$ cat config.mk
export PLATFORM = sky130hd
export DESIGN_NAME = coh_snoop_agent
export DESIGN_NICKNAME = d
export VERILOG_FILES = /design/src/rtl/coh_snoop_agent_pkg.sv /design/src/rtl/coh_snoop_agent_tag_dir.sv /design/src/rtl/coh_snoop_agent.sv
export SDC_FILE = /design/constraint.sdc
export NUM_CORES = 1
export LEC_CHECK = 0
export ABC_AREA = 1
export BUFFER_PORTS_ARGS = -buffer_cell sky130_fd_sc_hd__buf_2
export CAP_MARGIN = 10
export CORE_MARGIN = 5
export CORE_UTILIZATION = 38
export DETAILED_ROUTE_END_ITERATION = 8
export GPL_TIMING_DRIVEN = 0
export PLACE_DENSITY_LB_ADDON = 0.25
export SLEW_MARGIN = 20
export SYNTH_ARGS = -nofsm -noshare
export SYNTH_HDL_FRONTEND = slang
export SYNTH_SLANG_ARGS = --single-unit
$ cat constraint.sdc
create_clock -name clk -period 5.8 [get_ports clk]
set_clock_uncertainty 0.15 [all_clocks]
set_input_delay 0.29 -clock clk [delete_from_list [all_inputs] [get_ports clk]]
set_output_delay 0.29 -clock clk [all_outputs]
set_load 0.05 [all_outputs]
$ cat src/rtl/coh_snoop_agent_pkg.sv
// Shared coherence types for the snooping agent and its arbiter.
// MSI line states, requester FSM states, bus op kinds and fill-source codes.
package common;

   typedef enum logic [1:0] {
      INVALID  = 2'b00,
      SHARED   = 2'b01,
      MODIFIED = 2'b10
   } coh_state_t;

   typedef enum logic [1:0] {
      IDLE = 2'b00,
      REQ  = 2'b01,
      XFER = 2'b10,
      FILL = 2'b11
   } agent_state_t;

   typedef enum logic [1:0] {
      OP_RD  = 2'b00,
      OP_WR  = 2'b01,
      OP_UPG = 2'b10
   } req_op_t;

   localparam logic [1:0] SOURCE_DMEM       = 2'b00;
   localparam logic [1:0] SOURCE_OTHER_PROC = 2'b01;
   localparam int         ADDR_W            = 13;

endpackage

$ cat src/rtl/coh_snoop_agent_tag_dir.sv
// Direct-mapped MSI snoop-tag directory: one combinational lookup,
// one snoop-update port and one fill port that wins on an index collision.
module snoop_tag_dir
   import common::*;
#(
   parameter int SETS   = 8,
   parameter int LINE_W = ADDR_W - 2
) (
   input  logic              clk,
   input  logic              rst,
   input  logic [LINE_W-1:0] lk_line,
   output coh_state_t        lk_state,
   input  logic              sn_we,
   input  logic [LINE_W-1:0] sn_line,
   input  coh_state_t        sn_state,
   input  logic              fill_we,
   input  logic [LINE_W-1:0] fill_line,
   input  coh_state_t        fill_state
);

   localparam int IDX_W = $clog2(SETS);
   localparam int TAG_W = LINE_W - IDX_W;

   logic [SETS-1:0][TAG_W-1:0] tag_q, tag_d;
   logic [SETS-1:0][1:0]       st_q, st_d;

   logic [IDX_W-1:0] lk_idx, sn_idx, fill_idx;

   assign lk_idx   = lk_line[IDX_W-1:0];
   assign sn_idx   = sn_line[IDX_W-1:0];
   assign fill_idx = fill_line[IDX_W-1:0];

   // A tag mismatch reads as INVALID regardless of the stored state.
   assign lk_state = (tag_q[lk_idx] == lk_line[LINE_W-1:IDX_W])
                     ? coh_state_t'(st_q[lk_idx]) : INVALID;

   always_comb begin
      tag_d = tag_q;
      st_d  = st_q;
      if (sn_we) begin
         st_d[sn_idx] = sn_state;
      end
      if (fill_we) begin
         tag_d[fill_idx] = fill_line[LINE_W-1:IDX_W];
         st_d[fill_idx]  = fill_state;
      end
   end

   always_ff @(posedge clk) begin
      if (rst) begin
         tag_q <= '0;
         st_q  <= '0;
      end else begin
         tag_q <= tag_d;
         st_q  <= st_d;
      end
   end

endmodule

$ cat src/rtl/coh_snoop_agent.sv
// Per-CPU coherence agent: turns D-cache misses/upgrades into held bus
// requests and answers the arbiter's snoops against the tag directory.
module coh_snoop_agent
   import common::*;
#(
   parameter int SETS     = 8,
   parameter int XFER_CYC = 4
) (
   input  logic              clk,
   input  logic              rst,
   input  logic              cpu_rd_miss,
   input  logic              cpu_wr_miss,
   input  logic              cpu_wr_shared,
   input  logic [ADDR_W-1:0] cpu_addr,
   output logic              cpu_done,
   output logic              cpu_stall,
   output logic              read_miss,
   output logic              write_miss,
   output logic              invalidate,
   output logic [ADDR_W-1:0] BICO,
   input  logic              grant,
   input  logic [1:0]        datasel,
   input  logic              search,
   input  logic [ADDR_W-1:0] BOCI,
   output logic              search_found,
   output logic [1:0]        block_state,
   input  logic              inv_from_other,
   output logic [1:0]        fwd_src,
   output agent_state_t      dbg_state
);

   localparam int              CNT_W    = (XFER_CYC > 1) ? $clog2(XFER_CYC) : 1;
   localparam logic [CNT_W-1:0] CNT_LAST = CNT_W'(XFER_CYC - 1);

   agent_state_t      state_q, state_d;
   req_op_t           op_q, op_d;
   logic [ADDR_W-1:0] bico_q, bico_d;
   logic [CNT_W-1:0]  cnt_q, cnt_d;
   logic [1:0]        fwd_src_q, fwd_src_d;
   logic              search_found_q, search_found_d;

   coh_state_t blk_state, sn_state, fill_state;
   logic       snoop_hit, sn_we, fill_we, upgrade_lost;
   logic       unused_offset;

   assign unused_offset = ^BOCI[1:0];

   snoop_tag_dir #(.SETS(SETS)) u_dir (
      .clk        (clk),
      .rst        (rst),
      .lk_line    (BOCI[ADDR_W-1:2]),
      .lk_state   (blk_state),
      .sn_we      (sn_we),
      .sn_line    (BOCI[ADDR_W-1:2]),
      .sn_state   (sn_state),
      .fill_we    (fill_we),
      .fill_line  (bico_q[ADDR_W-1:2]),
      .fill_state (fill_state)
   );

   assign snoop_hit = (blk_state != INVALID);

   // Snoop side runs every cycle; an invalidate overrides a concurrent search.
   always_comb begin
      sn_we    = 1'b0;
      sn_state = INVALID;
      if (inv_from_other && snoop_hit) begin
         sn_we    = 1'b1;
         sn_state = INVALID;
      end else if (search && (blk_state == MODIFIED)) begin
         sn_we    = 1'b1;
         sn_state = SHARED;
      end
   end

   assign search_found_d = search && !inv_from_other && snoop_hit;

   // A pending upgrade whose Shared copy is snooped away must refetch the data.
   assign upgrade_lost = (state_q == REQ) && (op_q == OP_UPG) && inv_from_other
                         && snoop_hit && (BOCI[ADDR_W-1:2] == bico_q[ADDR_W-1:2]);

   always_comb begin
      state_d    = state_q;
      op_d       = op_q;
      bico_d     = bico_q;
      cnt_d      = cnt_q;
      fwd_src_d  = fwd_src_q;
      fill_we    = 1'b0;
      fill_state = INVALID;
      case (state_q)
         IDLE: begin
            if (cpu_wr_miss || cpu_rd_miss || cpu_wr_shared) begin
               state_d = REQ;
               bico_d  = cpu_addr;
               if (cpu_wr_miss)      op_d = OP_WR;
               else if (cpu_rd_miss) op_d = OP_RD;
               else                  op_d = OP_UPG;
            end
         end
         REQ: begin
            if (upgrade_lost) op_d = OP_WR;
            if (grant) begin
               cnt_d   = '0;
               state_d = ((op_q == OP_UPG) && !upgrade_lost) ? FILL : XFER;
            end
         end
         XFER: begin
            if (cnt_q == '0) fwd_src_d = datasel;
            if (cnt_q == CNT_LAST) state_d = FILL;
            else                   cnt_d   = cnt_q + 1'b1;
         end
         FILL: begin
            fill_we    = 1'b1;
            fill_state = (op_q == OP_RD) ? SHARED : MODIFIED;
            state_d    = IDLE;
         end
         default: state_d = IDLE;
      endcase
   end

   always_ff @(posedge clk) begin
      if (rst) begin
         state_q        <= IDLE;
         op_q           <= OP_RD;
         bico_q         <= '0;
         cnt_q          <= '0;
         fwd_src_q      <= SOURCE_DMEM;
         search_found_q <= 1'b0;
      end else begin
         state_q        <= state_d;
         op_q           <= op_d;
         bico_q         <= bico_d;
         cnt_q          <= cnt_d;
         fwd_src_q      <= fwd_src_d;
         search_found_q <= search_found_d;
      end
   end

   // Bus request lines are levels held in REQ; grant is the only acknowledge.
   assign read_miss    = (state_q == REQ) && (op_q == OP_RD);
   assign write_miss   = (state_q == REQ) && (op_q == OP_WR);
   assign invalidate   = (state_q == REQ) && (op_q == OP_UPG);
   assign cpu_stall    = (state_q != IDLE);
   assign cpu_done     = (state_q == FILL);
   assign BICO         = bico_q;
   assign fwd_src      = fwd_src_q;
   assign search_found = search_found_q;
   assign block_state  = blk_state;
   assign dbg_state    = state_q;

endmodule
==> metrics.md <==
| Metric | Value |
|---|---|
| Run status | `finished with violations` |
| Failing checks | `hold timing` |
| Hold EP | `BICO[10]$_SDFFE_PP0P_` |
| Largest net degree at the start of global routing | `18` |
| Post-route DRC | `0` |
| Final Hold Vio Count | `2` |
| Fin crit share | `45.6%` |
| Fmax achieved | `379 MHz` |
| Final WL | `15000 um` |
| Vias | `4965` |
| Port bufs | `56` |
| Warnings from Yosys | `0` |
| Largest fanout on the critical path | `10` |
| Overall Global Routing Usage | `19.4%` |
| Wire per inst | `14.7 um` |
| Vias in the first global route | `4690` |
| Cells after Synth | `775` |
| Insertion delay to the later sink of the worst-skew pair | `0.36 ns` |
| Initial antenna violation count | `0` |
| Final nets | `887` |
| Final RePlAce weighted congestion | `0.838` |
| Slew margin rel. | `57.0%` |
| Unrepaired setup endpoints after global routing | `false` |
| Syn nets | `818` |
| Clock Tree Buf Depth | `2` |
| Synth top area share | `40.1%` |
| Endpoint arrival time on the critical path | `2.20 ns` |
| Synth area leader | `dfxtp_1` |
| Starting Density | `38.6%` |
| Xor/xnor share of the synthesized area | `1.38%` |
| Hold Crit Class | `in2reg` |
| Fin crit period | `2.64 ns` |
| Peak supply drop | `0.000251 V` |
| Post-DP HPWL | `11100 um` |
| Die area | `0.0158 mm^2` |
| Synth Area in Adders | `1.72%` |
| Power Density | `393 mW/mm^2` |
| Worst r2r src | `dbg_state[1]$_SDFFE_PP0P_` |
| Main synth FF type | `dfxtp_1` |
| Synth area leaders | `dfxtp_1 (40%), nand2_1 (14%), o21ai_0 (8.3%), inv_1 (7.9%), a21oi_1 (7.9%)` |
| H-tree depth | `3` |
| Std-Cell Core Area | `0.0132 mm^2` |
| Clock transition at the registers of the reported paths | `0.08 ns` |
| CP required | `5.36 ns` |
| Final Power | `2.35 mW` |
| Max cap viols | `0` |
| R2R Path End | `op_q[1]$_SDFFE_PP0P_` |
| Worst Reg-to-Reg Cells | `11` |
| Share of layout cells above drive strength 1 | `11.0%` |
| DRT Pass-1 Iters | `5` |
| Largest family of logic cells by synthesized area | `simple AND/OR/NAND/NOR gates` |
| Final hold slack | `-0.00139 ns` |
| Starting DRC count in detailed routing | `341` |
| Layout area overhead | `17.5%` |
| Worst hold start | `cpu_addr[10]` |
| R2R Setup Slk | `3.39 ns` |
| Global-route wire length before repair | `24800 um` |
| Worst slew pin tran | `0.645 ns` |
| Yosys reg bits | `102` |
| Kind of end point of the critical path | `output port` |
| ANT nets after route | `0` |
| Post-synthesis mux area share | `0%` |
| Compound-Gate Fraction of Synth Area | `19.1%` |
| Final setup vio count | `0` |
| Number of CTS-inserted buffers | `9` |
| Num rows | `42` |
| Ant. Diodes | `0` |
| Synthesized cell area | `0.00509 mm^2` |
| CTS tree | `yes` |
| Post-CTS Setup Repair Bufs | `0` |
| Sequential area share after synthesis | `40.1%` |
| Synth cell types | `31` |
| Setup TNS | `0 ns` |
| Static leakage | `2.80 nW` |
| Mapped Avg Cell Area | `6.57 um^2` |
| Synth Area in Simple Gates | `26.0%` |
| Critical path type | `in2out` |
| Num Clock Sinks | `102` |
| Clock tree root buffer cell | `clkbuf_16` |
| Num ports | `61` |
| Asr flop ratio synth | `0%` |
| Hold Crit Depth | `3` |
| Grt total ovfl | `0` |
| Setup crit start kind | `input port` |
| Post-synth EDFFs | `0` |
| Die Span X | `126 um` |
| Vias per cell | `4.84` |
| Max-slew violations | `0` |
| Post-CTS Resized | `0` |
| Die height | `126 um` |
| Utilization after layout | `45.4%` |
-- routing by layer --
layer / track usage (%) / routed length [um]
met1: 27.0 / 7290
met2: 31.0 / 6770
met3: 2.84 / 734
met4: 6.31 / 241
met5: 0 / 0
-- how the worst max path moves through the flow --
| stage | cells past startpoint | end | start |
|---|---|---|---|
| after floorplan | 10 | op_q[1]$_SDFFE_PP0P_ | dbg_state[0]$_SDFFE_PP0P_ |
| after global placement | 17 | u_dir.st_q[2]$_SDFF_PP0_ | BOCI[3] |
| after detailed placement | 17 | u_dir.st_q[6]$_SDFF_PP0_ | BOCI[3] |
| after CTS | 13 | block_state[1] | BOCI[3] |
| after global routing | 13 | block_state[0] | BOCI[3] |
| final | 13 | block_state[1] | BOCI[3] |
-- placed cells by master, fill, tap and decap left out, types with 2 or more instances in the layout --
cell type,Yosys,final
o21ai_0,85,85
nand3_1,56,56
dfxtp_1,102,102
nand2_1,189,189
nor2_1,61,61
inv_1,107,107
nor4_1,2,2
bufinv_16,0,4
o211ai_1,3,3
dlygate4sd3_1,0,2
buf_4,2,2
buf_1,5,5
xnor2_1,8,8
buf_6,2,2
o22a_1,2,2
buf_2,5,61
a21oi_1,80,80
nor2_4,2,2
o22ai_1,2,2
clkinv_1,2,2
nand4_1,5,5
nor3_1,2,2
ha_1,7,7
clkbuf_16,0,9
or2_2,2,2
a211oi_1,3,3
inv_2,4,4
o21bai_1,7,7
clkbuf_1,24,24
nor2_2,2,2
-- kinds of logic (layout without fill, tap and decap cells) --
group | Yosys count | in the layout
AOI/OAI and AO/OA | 185 | 185
adders and majority gates | 7 | 7
DFF | 102 | 102
buffers and inverters | 151 | 225
and+or+nand+nor | 322 | 322
xor gates and xnor gates | 8 | 8
-- final cells by class --
cell class,count,area [um^2]
clock buffer,9,225
inverter,113,424
clock inverter,7,145
timing repair buffer,58,300
sequential,102,2040
tap,176,220
multi-input combinational,522,2460
buffer,38,171
fill,1403,7200
-- power breakdown --
group	internal (mW)	total (mW)	switching [mW]	leakage (nW)
clock network	0.469	0.756	0.287	0.182
registers	0.782	0.837	0.0549	0.827
logic	0.190	0.762	0.572	1.79
-- cells in the mapped netlist, types with 3 or more instances --
cell type	n
nand2_1	189
inv_1	107
dfxtp_1	102
o21ai_0	85
a21oi_1	80
nor2_1	61
nand3_1	56
clkbuf_1	24
xnor2_1	8
ha_1	7
o21bai_1	7
buf_1	5
buf_2	5
nand4_1	5
inv_2	4
a211oi_1	3
o211ai_1	3
-- critical path, cell delays in order --
cell and delay (ns):
buf_2 0.17, nor2_2 0.41, nand3_1 0.15, nand2_1 0.13
nor2_1 0.06, nand2_1 0.05, nand2_1 0.06, nor2_1 0.14
nand2_1 0.08, nor2_2 0.23, inv_2 0.08, nor2_1 0.09
buf_2 0.27
-- timing repair --
item,4_1_cts,5_1_grt
hold buffers,2,0
endpoints found under the hold margin,2,0
endpoints found under the setup margin,0,0
-- metrics by stage --
step | std cells | instance area [um^2] | setup WS (ns)
2_1_floorplan | 775 | 5090 | 2.95
3_3_place_gp | 1007 | 5600 | 2.91
3_5_place_dp | 1007 | 5600 | 2.93
4_1_cts | 1025 | 5990 | 3.12
5_1_grt | 1025 | 5990 | 2.96
6_report | 1025 | 5990 | 3.16
-- sequential cells by signal, indices dropped and copies added, names as in the netlist --
signal / cells
cnt_q: 2
u_dir.st_q: 16
u_dir.tag_q: 64
search_found: 1
op_q: 2
fwd_src: 2
BICO: 13
dbg_state: 2
Power figures use the tool's default switching activity.
